--- config.mk ---
export PLATFORM = sky130hd
export DESIGN_NAME = pipeline_ctrl_flat
export DESIGN_NICKNAME = d
export VERILOG_FILES = /design/src/rtl/pipe_pkg.sv /design/src/rtl/pipeline_ctrl_if.sv /design/src/rtl/hazard_detect.sv /design/src/rtl/pipeline_ctrl.sv /design/src/flat_wrapper.sv
export SDC_FILE = /design/constraint.sdc
export NUM_CORES = 1
export LEC_CHECK = 0
export CAP_MARGIN = 10
export CORE_MARGIN = 1
export CORE_UTILIZATION = 49
export CTS_BUF_LIST = sky130_fd_sc_hd__clkbuf_4 sky130_fd_sc_hd__clkbuf_8
export CTS_CLUSTER_DIAMETER = 120
export DETAILED_ROUTE_END_ITERATION = 8
export PLACE_DENSITY_LB_ADDON = 0.2
export SLEW_MARGIN = 30
export SYNTH_ARGS = -nofsm -noshare
export SYNTH_HDL_FRONTEND = slang
export SYNTH_HIERARCHICAL = 1
export SYNTH_SLANG_ARGS = --single-unit
--- constraint.sdc ---
create_clock -name clk -period 3.22 [get_ports clk]
set_clock_uncertainty 0.2 [all_clocks]
set_input_delay 0.644 -clock clk [delete_from_list [all_inputs] [get_ports clk]]
set_output_delay 0.644 -clock clk [all_outputs]
set_load 0.01 [all_outputs]
--- src/rtl/pipe_pkg.sv ---
// pipe_pkg: shared fetch-state encoding and register constants for the pipeline controller
package pipe_pkg;
    typedef enum logic [1:0] {RUN, WAIT, DISCARD} fetch_state_t;
    localparam logic [4:0] REG_ZERO = 5'd0;
endpackage

--- src/rtl/pipeline_ctrl_if.sv ---
// pipeline_ctrl_if: hazard inputs and stage-register controls between datapath and controller
interface pipeline_ctrl_if;
    logic [4:0] ID_rs1;
    logic [4:0] ID_rs2;
    logic       ID_use_rs1;
    logic       ID_use_rs2;
    logic       EX_mem_read;
    logic [4:0] EX_rd;
    logic       EX_redirect;
    logic       im_valid;
    logic       dm_busy;
    logic       pc_write;
    logic       IFID_write;
    logic       IFID_flush;
    logic       IDEX_write;
    logic       EXMEM_write;
    logic       IDEX_flush;
    logic       MEMWB_bubble;
    modport master (
        output ID_rs1, ID_rs2, ID_use_rs1, ID_use_rs2, EX_mem_read, EX_rd,
               EX_redirect, im_valid, dm_busy,
        input  pc_write, IFID_write, IFID_flush, IDEX_write, EXMEM_write,
               IDEX_flush, MEMWB_bubble
    );
    modport slave (
        input  ID_rs1, ID_rs2, ID_use_rs1, ID_use_rs2, EX_mem_read, EX_rd,
               EX_redirect, im_valid, dm_busy,
        output pc_write, IFID_write, IFID_flush, IDEX_write, EXMEM_write,
               IDEX_flush, MEMWB_bubble
    );
endinterface

--- src/rtl/hazard_detect.sv ---
// hazard_detect: flags a load in EX whose destination is read by the instruction in ID
module hazard_detect
    import pipe_pkg::*;
(
    input  logic [4:0] rs1,
    input  logic [4:0] rs2,
    input  logic       use_rs1,
    input  logic       use_rs2,
    input  logic       mem_read,
    input  logic [4:0] rd,
    output logic       lu
);
    assign lu = mem_read && rd != REG_ZERO &&
                ((use_rs1 && rs1 == rd) || (use_rs2 && rs2 == rd));
endmodule

--- src/rtl/pipeline_ctrl.sv ---
// pipeline_ctrl: prioritised stall/flush control, fetch discard FSM and saturating activity counters
module pipeline_ctrl
    import pipe_pkg::*;
#(
    parameter int CNT_W       = 32,
    parameter int FLUSH_CNT_W = 16
) (
    input  logic                   clk,
    input  logic                   reset_n,
    pipeline_ctrl_if.slave         p,
    output logic [CNT_W-1:0]       stall_cnt,
    output logic [FLUSH_CNT_W-1:0] flush_cnt
);
    fetch_state_t state, state_n;
    logic         lu;
    logic [6:0]   ctl;
    hazard_detect u_hd (
        .rs1      (p.ID_rs1),
        .rs2      (p.ID_rs2),
        .use_rs1  (p.ID_use_rs1),
        .use_rs2  (p.ID_use_rs2),
        .mem_read (p.EX_mem_read),
        .rd       (p.EX_rd),
        .lu       (lu)
    );
    // {pc_write, IFID_write, IFID_flush, IDEX_write, EXMEM_write, IDEX_flush, MEMWB_bubble}
    always_comb begin
        ctl = !reset_n                ? 7'b0000000 :
              p.dm_busy               ? 7'b0000001 :
              p.EX_redirect           ? 7'b1111110 :
              state == DISCARD        ? 7'b0111100 :
              lu                      ? 7'b0001110 :
              !p.im_valid             ? 7'b0111100 :
                                        7'b1101100;
        state_n = p.dm_busy           ? state :
                  p.EX_redirect       ? ((!p.im_valid && state != DISCARD) ? DISCARD : RUN) :
                  state == DISCARD    ? (p.im_valid ? RUN : DISCARD) :
                  lu                  ? state :
                  !p.im_valid         ? WAIT : RUN;
    end
    assign {p.pc_write, p.IFID_write, p.IFID_flush, p.IDEX_write,
            p.EXMEM_write, p.IDEX_flush, p.MEMWB_bubble} = ctl;
    always_ff @(posedge clk or negedge reset_n) begin
        if (!reset_n) begin
            state     <= RUN;
            stall_cnt <= '0;
            flush_cnt <= '0;
        end else begin
            state <= state_n;
            if (!p.pc_write && stall_cnt != '1)
                stall_cnt <= stall_cnt + 1'b1;
            if (p.EX_redirect && !p.dm_busy && flush_cnt != '1)
                flush_cnt <= flush_cnt + 1'b1;
        end
    end
endmodule

--- src/flat_wrapper.sv ---
// flat-port wrapper written by rule: the top's interface ports become plain ports
module pipeline_ctrl_flat import pipe_pkg::*;
#(
    parameter int CNT_W       = 32,
    parameter int FLUSH_CNT_W = 16
)
  (clk, reset_n, stall_cnt, flush_cnt, p_ID_rs1, p_ID_rs2, p_ID_use_rs1, p_ID_use_rs2, p_EX_mem_read, p_EX_rd, p_EX_redirect, p_im_valid, p_dm_busy, p_pc_write, p_IFID_write, p_IFID_flush, p_IDEX_write, p_EXMEM_write, p_IDEX_flush, p_MEMWB_bubble);
  pipeline_ctrl_if p_i ();
  input  logic clk;
  input  logic reset_n;
  output logic [CNT_W-1:0] stall_cnt;
  output logic [FLUSH_CNT_W-1:0] flush_cnt;
  input wire logic [$bits(p_i.ID_rs1)-1:0] p_ID_rs1;
  input wire logic [$bits(p_i.ID_rs2)-1:0] p_ID_rs2;
  input wire logic [$bits(p_i.ID_use_rs1)-1:0] p_ID_use_rs1;
  input wire logic [$bits(p_i.ID_use_rs2)-1:0] p_ID_use_rs2;
  input wire logic [$bits(p_i.EX_mem_read)-1:0] p_EX_mem_read;
  input wire logic [$bits(p_i.EX_rd)-1:0] p_EX_rd;
  input wire logic [$bits(p_i.EX_redirect)-1:0] p_EX_redirect;
  input wire logic [$bits(p_i.im_valid)-1:0] p_im_valid;
  input wire logic [$bits(p_i.dm_busy)-1:0] p_dm_busy;
  output wire logic [$bits(p_i.pc_write)-1:0] p_pc_write;
  output wire logic [$bits(p_i.IFID_write)-1:0] p_IFID_write;
  output wire logic [$bits(p_i.IFID_flush)-1:0] p_IFID_flush;
  output wire logic [$bits(p_i.IDEX_write)-1:0] p_IDEX_write;
  output wire logic [$bits(p_i.EXMEM_write)-1:0] p_EXMEM_write;
  output wire logic [$bits(p_i.IDEX_flush)-1:0] p_IDEX_flush;
  output wire logic [$bits(p_i.MEMWB_bubble)-1:0] p_MEMWB_bubble;
  assign p_i.ID_rs1 = p_ID_rs1;
  assign p_i.ID_rs2 = p_ID_rs2;
  assign p_i.ID_use_rs1 = p_ID_use_rs1;
  assign p_i.ID_use_rs2 = p_ID_use_rs2;
  assign p_i.EX_mem_read = p_EX_mem_read;
  assign p_i.EX_rd = p_EX_rd;
  assign p_i.EX_redirect = p_EX_redirect;
  assign p_i.im_valid = p_im_valid;
  assign p_i.dm_busy = p_dm_busy;
  assign p_pc_write = p_i.pc_write;
  assign p_IFID_write = p_i.IFID_write;
  assign p_IFID_flush = p_i.IFID_flush;
  assign p_IDEX_write = p_i.IDEX_write;
  assign p_EXMEM_write = p_i.EXMEM_write;
  assign p_IDEX_flush = p_i.IDEX_flush;
  assign p_MEMWB_bubble = p_i.MEMWB_bubble;
  pipeline_ctrl #(.CNT_W(CNT_W), .FLUSH_CNT_W(FLUSH_CNT_W)) u_core (.clk(clk), .reset_n(reset_n), .p(p_i), .stall_cnt(stall_cnt), .flush_cnt(flush_cnt));
endmodule
==> summary.txt <==
Run status
  – Status: finished, final reports clean

Placed design
  – DP Worst Slack: -0.4936 ns
  – GPL Wtd Cong: a little over 0.8
  – I/O Buffers: 77
  – Hpwl dp: between 4 and 5 mm

Power
  – P_int: approximately 1.3 mW
  – Total power: 1.943 mW
  – Logic pwr share: 31.1%
  – Worst vdd ir: 0.0003719 V
  – Flop pwr share: 45.8%
  – Leak: 1.662 nW
  – Sw Pwr: 0.6276 mW
  – Clock share of power: a little under a quarter
  – Net Sw Frac: 32.30%
  – PD cells: 520.9 nW/um2

Critical path
  – Worst Setup EP: p_IFID_flush
  – Worst Setup SP: p_ID_rs1[1]
  – CP Launch Type: input pin
  – Flop-to-flop setup slack: 0.72 ns
  – R2R depth: 5
  – Worst Path Arrival: 2.35 ns
  – Critical path start-end classification: in2out
  – Worst endpoint required time: 2.38 ns
  – Crit end category: output port
  – Largest fanout on the critical path: 3
  – Worst r2r dst: u_core/stall_cnt[1]
  – Worst r2r src: u_core/stall_cnt[13]

Floorplanning
  – Num ports: 78
  – Core area: roughly 5200 um2
  – Die height: 75.58 um
  – Initial Utilization: 51.28%
  – Die width: 75.58 um
  – Row Count: 26
  – Die area: 5712 um2

Synth
  – Commonest cells in the netlist: dfrtp_1 (50), xor2_1 (37), nor3_1 (21)
  – YS warnings: 6
  – Top_reg_cell synth: dfrtp_1
  – Largest cells by area after synthesis: dfrtp_1 (47%), xor2_1 (12%), xnor2_1 (5.6%)
  – Synth Register Bits: 50
  – Post-synthesis sequential area ratio: 47.17%
  – FFs w/ async S/R, synth: 100.0%
  – Post-Synthesis Cells: approximately 270
  – Synth area leader: dfrtp_1
  – Mean cell area of the mapped netlist: 10.01 um2
  – Mapped Nets: 290
  – Cell with the most instances after synthesis: dfrtp_1
  – Cell area after synthesis: around 2700 um2
  – Share of the synthesized area in the top cell type: 47.17%
  – Library cells used by synthesis: 39
  – EDFF count, synth: 0

Timing
  – Pins Over Slew Limit: 0
  – Ratio of final minimum period to clock period: 99.04%
  – Final setup viols: 0
  – Setup TNS: 0 ns
  – Final Hold Fails: 0
  – Worst-margin pin slew: 0.6515 ns
  – PnR worst setup slack: just over 0.03 ns
  – Final min period: 3.189 ns
  – Max transition margin: ~57%
  – Fmax: 313.6 MHz

Global route
  – First-pass GRT wire length: 10.33 mm
  – Initial antenna violation count: 0
  – Grt total ovfl: 0
  – Largest net degree at the start of global routing: between 50 and 60
  – GRT Overall Usage: roughly 24%
  – Vias in the first global route: 2239

Final layout
  – Ratio of cells with drive above 1 in the final layout: 13.30%
  – Area grow syn2layout: 40.61%
  – Antenna diode count: 0
  – Fin util: between 70% and 80%
  – Net total in the final layout: 385

Route
  – Final wirelength: 6.349 mm
  – Drt drc: 0
  – Vias per inst: approximately 5.4
  – Avg WL per Cell: about 15 um
  – Pre-Repair DR Iteration Count: 4
  – Count of nets left with antenna violations after detail routing: 0
  – Via count: 2330
  – DRT iter0 DRCs: 143

Flow run
  – MaxCap Viol Count: 0

Clock tree
  – H-Tree Depth: 2
  – Clk root buf: clkbuf_8
  – CTS tree: done
  – TritonCTS Sinks: 50
  – Skew-Pair Late Insertion Delay: 0.30 ns
  – Clock-pin slew on the worst setup and hold paths: 0.09 ns
  – Hold-fix buffers, CTS: 0
  – CTS Buf Count: 5
  – Clock Path Buffers: 2

Hold path
  – Min-Delay Path Class: reg2reg
==> registers in the layout, summed over array words and instances, names as in the netlist <==
| signal | count |
|---|---|
| u_core/flush_cnt | 16 |
| u_core/state | 2 |
| u_core/stall_cnt | 32 |
==> per-layer routing <==
metal  track usage, %  share of wire, %
met5                0                 0
met4            8.436               2.2
met3            5.556               3.8
met2            40.18                49
met1            31.01                45
==> cells by family after synthesis <==
family / count (synthesis) / share of synthesized area (%)
simple gates: 121 / 25.24
xor+xnor: 54 / 17.83
flops: 50 / 47.17
compound gates: 17 / 3.679
buf+inv: 16 / 2.924
mux: 5 / 2.217
fa+ha+maj: 2 / 0.9432
==> placed cells by master (no fill, tap or decap), types with 6 or more instances in the layout <==
master            n
xnor2_1          17
xor2_1           36
dlygate4sd2_1     7
nor2_1           11
buf_4            19
dfrtp_1          50
nand4_1          10
clkdlybuf4s50_1  63
inv_1             8
nand2_1          17
a21oi_1           6
nor3_1           21
nand3_1          20
nor4_1           12
and3_1            6
==> power groups by stage <==
stage	sequential, mW	clock [mW]	combinational, mW
detailed placement	0.899	0	0.607
floorplan	0.929	0	0.233
CTS	0.890	0.459	0.607
finish	0.890	0.449	0.604
global route	0.914	0.483	0.661
global placement	0.901	0	0.596
==> stage by stage <==
stage          hold slack (ns)  area (um2)  cells
3_3_place_gp            0.2762        3586    421
4_1_cts                 0.3010        3697    430
3_5_place_dp            0.2818        3586    421
5_1_grt                 0.3274        3730    431
6_report                0.3004        3730    431
2_1_floorplan           0.1484        2653    265
==> what timing repair did <==
item                       4_1_cts  5_1_grt
pin swaps                        5        6
resized for setup               24        6
setup endpoints to repair        4        3
setup buffers                    1        1
==> how the worst min path moves through the flow <==
stage / from / to / slack, ns / cells past startpoint
3_5_place_dp: u_core/stall_cnt[6] / u_core/stall_cnt[6] / 0.28 / 1
5_1_grt: u_core/stall_cnt[23] / u_core/stall_cnt[23] / 0.33 / 1
3_3_place_gp: u_core/stall_cnt[14] / u_core/stall_cnt[14] / 0.28 / 1
6_report: u_core/stall_cnt[26] / u_core/stall_cnt[26] / 0.30 / 1
4_1_cts: u_core/stall_cnt[26] / u_core/stall_cnt[26] / 0.30 / 1
2_1_floorplan: reset_n / u_core/flush_cnt[0] / 0.15 / 0
==> worst max-delay path, cell delays in order <==
cell	delay, ns
clkdlybuf4s50_1	0.41
xor2_1	0.16
nor4_2	0.30
nand3_1	0.13
a21oi_2	0.19
buf_4	0.14
a21oi_2	0.05
a21boi_2	0.16
buf_2	0.14
==> layout make-up <==
class,instances,area [um2]
fill,407,1443
multi-input combinational,199,1356
sequential,50,1251
timing repair buffer,96,892.1
tap,70,87.58
clock buffer,5,68.82
clock inverter,3,43.79
inverter,8,30.03
(Power assumes the default switching activity.)
